**src/rtl/lsu_ctrl.sv**
```systemverilog
// Load/store request sequencer: latches one request, issues one memory strobe, returns one response.
// Latency store T+2, load T+3, fault T+1; a single request in flight, so o_req_ready is low until the response is taken.
module lsu_ctrl #(
  parameter int MEM_AW = 16
) (
  input  logic              i_clk,
  input  logic              i_reset,
  input  logic              i_req_valid,
  output logic              o_req_ready,
  input  logic              i_req_we,
  input  logic [2:0]        i_req_func3,
  input  logic [31:0]       i_req_addr,
  input  logic [31:0]       i_req_wdata,
  output logic              o_resp_valid,
  input  logic              i_resp_ready,
  output logic [31:0]       o_resp_rdata,
  output logic              o_resp_err,
  output logic [MEM_AW-1:0] o_mem_addr,
  output logic [2:0]        o_mem_func3,
  output logic [31:0]       o_mem_wdata,
  output logic [3:0]        o_mem_bmask_align,
  output logic [3:0]        o_mem_bmask_misalign,
  output logic              o_mem_wren,
  output logic              o_mem_rden,
  input  logic [31:0]       i_mem_rdata
);

  typedef enum logic [1:0] {
    IDLE  = 2'd0,
    ISSUE = 2'd1,
    WAIT  = 2'd2,
    RESP  = 2'd3
  } state_t;

  state_t     state;
  logic       req_we_q;
  logic       accept;
  logic       req_err;
  logic [7:0] mask_wide;

  assign o_req_ready = (state == IDLE);
  assign accept      = i_req_valid && (state == IDLE);

  always_comb begin
    req_err = 1'b0;
    case (i_req_func3)
      3'b011, 3'b110, 3'b111: req_err = 1'b1;
      3'b100, 3'b101:         req_err = i_req_we;
      default:                req_err = 1'b0;
    endcase
    if ((i_req_addr >> MEM_AW) != 32'd0) req_err = 1'b1;
  end

  // Shifting the size pattern across two words yields {misalign, align} directly.
  always_comb begin
    mask_wide = 8'h00;
    case (i_req_func3[1:0])
      2'b00:   mask_wide = 8'h01 << i_req_addr[1:0];
      2'b01:   mask_wide = 8'h03 << i_req_addr[1:0];
      2'b10:   mask_wide = 8'h0F << i_req_addr[1:0];
      default: mask_wide = 8'h00;
    endcase
  end

  always_ff @(posedge i_clk or negedge i_reset) begin
    if (!i_reset) begin
      state                <= IDLE;
      req_we_q             <= 1'b0;
      o_resp_valid         <= 1'b0;
      o_resp_err           <= 1'b0;
      o_resp_rdata         <= 32'd0;
      o_mem_addr           <= '0;
      o_mem_func3          <= 3'b000;
      o_mem_wdata          <= 32'd0;
      o_mem_bmask_align    <= 4'b0000;
      o_mem_bmask_misalign <= 4'b0000;
      o_mem_wren           <= 1'b0;
      o_mem_rden           <= 1'b0;
    end else begin
      case (state)
        IDLE: begin
          if (accept) begin
            req_we_q             <= i_req_we;
            o_mem_addr           <= i_req_addr[MEM_AW-1:0];
            o_mem_func3          <= i_req_func3;
            o_mem_wdata          <= i_req_wdata;
            o_mem_bmask_align    <= mask_wide[3:0];
            o_mem_bmask_misalign <= mask_wide[7:4];
            o_resp_rdata         <= 32'd0;
            if (req_err) begin
              state        <= RESP;
              o_resp_valid <= 1'b1;
              o_resp_err   <= 1'b1;
            end else begin
              state      <= ISSUE;
              o_mem_wren <= i_req_we;
              o_mem_rden <= !i_req_we;
            end
          end
        end
        ISSUE: begin
          o_mem_wren <= 1'b0;
          o_mem_rden <= 1'b0;
          if (req_we_q) begin
            state        <= RESP;
            o_resp_valid <= 1'b1;
          end else begin
            state <= WAIT;
          end
        end
        WAIT: begin
          o_resp_rdata <= i_mem_rdata;
          o_resp_valid <= 1'b1;
          state        <= RESP;
        end
        RESP: begin
          if (i_resp_ready) begin
            state        <= IDLE;
            o_resp_valid <= 1'b0;
            o_resp_err   <= 1'b0;
          end
        end
        default: state <= IDLE;
      endcase
    end
  end

endmodule

```
**config.mk**
```make
export PLATFORM = sky130hd
export DESIGN_NAME = lsu_ctrl
export DESIGN_NICKNAME = d
export VERILOG_FILES = /design/src/rtl/lsu_ctrl.sv
export SDC_FILE = /design/constraint.sdc
export NUM_CORES = 1
export LEC_CHECK = 0
export BUFFER_PORTS_ARGS = -buffer_cell sky130_fd_sc_hd__buf_2
export CAP_MARGIN = 20
export CORE_MARGIN = 4
export CORE_UTILIZATION = 39
export DETAILED_ROUTE_END_ITERATION = 6
export MAX_ROUTING_LAYER = met4
export PLACE_DENSITY = 0.7
export SETUP_SLACK_MARGIN = 0.5
export SYNTH_ARGS = -nofsm -noshare
export SYNTH_HDL_FRONTEND = slang
export SYNTH_SLANG_ARGS = --single-unit
```
**constraint.sdc**
```tcl
create_clock -name i_clk -period 4.7 [get_ports i_clk]
set_input_delay 0.235 -clock i_clk [delete_from_list [all_inputs] [get_ports i_clk]]
set_output_delay 0.235 -clock i_clk [all_outputs]
set_load 0.1 [all_outputs]
```
==> results_dict.tcl <==
set metrics [dict create \
    placementRows 36 \
    setup.worst_path.class "register to register" \
    grt_max_degree 59 \
    netlist_area_sq_mm 0.00391 \
    cp_data_required_time_ps 4930 \
    hold_buffers 1 \
    max_cap_violations 0 \
    final_net_count 587 \
    grt_setup_unrepaired "false" \
    critical-path-max-stage-delay_ps 620 \
    tritoncts.num_buffers 9 \
    critical_path_cell_count 5 \
    worstHoldPathCells 2 \
    ctsResizeCount 0 \
    route.detailed.wl_per_inst_um 15.4 \
    drive_gt1_share_pct 57.6 \
    drtPass1Iterations 4 \
    finClkSkew_ps 8.31 \
    tightestPinTransition_ps 1040 \
    drc 0 \
    hold_ws_ps 102 \
    cts_root_buf "sky130_fd_sc_hd__clkbuf_8" \
    tritoncts "done" \
    insertedDiodeCount 0 \
    synth_seq_cells 97 \
    clockBufferDepth 2 \
    worstRegToRegCells 5 \
    floorplan.die.height_um 108 \
    count_of_synthesis_stage_warnings_from_yosys 0 \
    synthesis.area_per_instance_sq_um 14.0 \
    ant_nets 0 \
    critPathMaxFanout 39 \
    timing.final.max_slew_violations 0 \
    async_reset_ff_share_pct 100 \
    detail_route.wirelength_mm 9.40 \
    grt_overflow 0 \
    hold_path.class "input port to register" \
    status "finished clean" \
    timing.fmax_mhz 384 \
    synth_cell_types 37 \
    core_region_area_sq_mm 0.00977 \
    areaGrowthSynthToFinish_pct 33.6 \
    crit_arrival_ps 2830 \
    grt_use_total_pct 16.3 \
    syn_inst 279 \
    initial_utilization_pct 40.0 \
    post_drt_via_cell_ratio 4.75 \
    critical_path.slowest_cell "sky130_fd_sc_hd__nand2_2" \
    min_period_ps 2600 \
    synth_nets 392 \
    synth_edf_count 0 \
    synth_area_leader_cell "sky130_fd_sc_hd__dfrtp_1" \
    synth-main-ff-cell "sky130_fd_sc_hd__dfrtp_1" \
    timing.critical_path.cells "inv_1, ha_1, nand2_2, buf_4, mux2_2" \
    antenna_found_initial 0 \
    fraction_of_the_core_area_covered_by_cells_at_the_end_of_the_flow_pct 53.4 \
    timing.reg2reg.setup_slack_ps 2100 \
    grt_pass1_wl_mm 14.6 \
    post_cts_buffers 0 \
    critPathCaptureType "register" \
    ctsHtreeMaxLevel 3 \
    vias 2908 \
    dominant_delay_contributor_by_cell_family_on_the_critical_path "simple AND/OR/NAND/NOR gates" \
    finalSetupViolCount 0 \
    worst_setup_hold_path_clk_slew_ps 90 \
    synth.area.top_cells "sky130_fd_sc_hd__dfrtp_1 (62%), sky130_fd_sc_hd__mux2_2 (14%), sky130_fd_sc_hd__a22o_1 (7.6%), sky130_fd_sc_hd__ha_1 (2.9%), sky130_fd_sc_hd__nand2_1 (1.4%)" \
    yosysTopAreaCellShare_pct 62.1 \
    routabilityCongestion 0.743 \
    startpoint_type "register" \
    number_of_drc_violations_after_detailed_routing_iteration_0 115 \
    totalNegativeSetupSlack_ps 0 \
    vias_in_the_first_global_route 2959 \
    tritoncts_num_sinks 97 \
    clk_latency_ps 340 \
    fp.dieArea_sq_mm 0.0117 \
    io_pins 200 \
    critical_path.n_buffers_inverters 2 \
    share_of_synthesized_area_occupied_by_flip_flops_and_latches_pct 62.1 \
    n_fill_cell 896 \
    timing_hold_violations_final 0 \
    die_width_um 108 \
    relSlewSlack_pct 29.0 \
    dpl.hpwl_mm 6.99 \
    finalCritPeriodShare_pct 55.3 \
    buffers_on_ports 198 \
]
cell families after synthesis:
family | count (synthesis) | share of synthesized area, %
AOI/OAI and AO/OA | 58 | 11.9
xor gates and xnor gates | 1 | 0.224
adders and majority gates | 9 | 2.88
buffers and inverters | 24 | 2.78
DFF | 97 | 62.1
muxes | 52 | 15.0
other | 1 | 0.0959
and+or+nand+nor | 37 | 5.05
through the flow:
stage	instances	setup slack (ps)	instance area, sq um
after detailed placement	595	2050	5040
final	612	2100	5220
after CTS	612	2040	5220
after global routing	612	1850	5220
after global placement	594	2190	5010
after floorplan	279	2340	3910
layout by cell type, fill, tap and decap left out, types with 2 or more instances in the layout:
| cell type | Yosys | routed |
|---|---|---|
| sky130_fd_sc_hd__nor2_1 | 7 | 7 |
| sky130_fd_sc_hd__a22o_1 | 34 | 34 |
| sky130_fd_sc_hd__ha_1 | 9 | 9 |
| sky130_fd_sc_hd__nand3_1 | 2 | 2 |
| sky130_fd_sc_hd__clkinv_4 | 0 | 2 |
| sky130_fd_sc_hd__clkinv_2 | 0 | 3 |
| sky130_fd_sc_hd__buf_2 | 9 | 197 |
| sky130_fd_sc_hd__o41ai_1 | 2 | 2 |
| sky130_fd_sc_hd__buf_4 | 2 | 3 |
| sky130_fd_sc_hd__nor2_2 | 2 | 2 |
| sky130_fd_sc_hd__dfrtp_1 | 97 | 97 |
| sky130_fd_sc_hd__inv_1 | 6 | 6 |
| sky130_fd_sc_hd__a21o_1 | 2 | 2 |
| sky130_fd_sc_hd__clkinvlp_4 | 0 | 2 |
| sky130_fd_sc_hd__mux2_2 | 50 | 50 |
| sky130_fd_sc_hd__nor4_2 | 2 | 2 |
| sky130_fd_sc_hd__a221o_1 | 3 | 3 |
| sky130_fd_sc_hd__nand2_1 | 15 | 14 |
| sky130_fd_sc_hd__clkbuf_8 | 0 | 9 |
| sky130_fd_sc_hd__a2111oi_0 | 2 | 2 |
| sky130_fd_sc_hd__o21ai_0 | 9 | 9 |
metal layers:
layer / wire [um] / vias up / GRT usage (%)
met5: 0 / - / -
met4: 62 / 0 / 3.79
met3: 695 / 7 / 4.48
met2: 4580 / 110 / 26.3
met1: 4060 / 1395 / 20.5
li1: - / 1396 / -
sequential cells by signal, indices dropped and copies added (netlist names):
register              count
o_mem_wdata              32
o_resp_rdata             32
o_mem_addr               16
o_mem_bmask_align         4
o_mem_bmask_misalign      3
o_mem_func3               3
state                     2
o_mem_rden                1
o_mem_wren                1
o_resp_err                1
o_resp_valid              1
req_we_q                  1
synth_stat cells (all sizes together) (3+ instances only):
cell,number
a221o,3
nor2,9
ha,9
a22o,34
o21ai,9
nor4,3
dfrtp,97
inv,6
nand2,15
mux2,51
clkbuf,7
buf,11
worst paths after layout:
check	start	end
max in group asynchronous	i_reset	o_resp_rdata[1]
min in group asynchronous	i_reset	o_mem_bmask_align[0]
hold / removal	i_mem_rdata[5]	o_resp_rdata[5]
setup / recovery	state[0]	o_mem_wdata[31]
hold reg to reg	o_mem_bmask_align[1]	o_mem_bmask_align[1]
setup reg to reg	state[0]	o_mem_wdata[31]
layout make-up:
type                            instances  area [sq um]  share of cell area (%)
Clock buffer                            9           124                    2.37
Clock inverter                          7          47.5                   0.910
Inverter                                6          22.5                   0.431
Multi-Input combinational cell        158          1390                    26.6
Sequential cell                        97          2430                    46.5
Tap cell                              133           166                    3.19
Timing Repair Buffer                  202          1050                    20.0
Power is left out: the tool's default activity adds up to more than one toggle a clock period on the data nets, which glitch-free logic cannot reach.
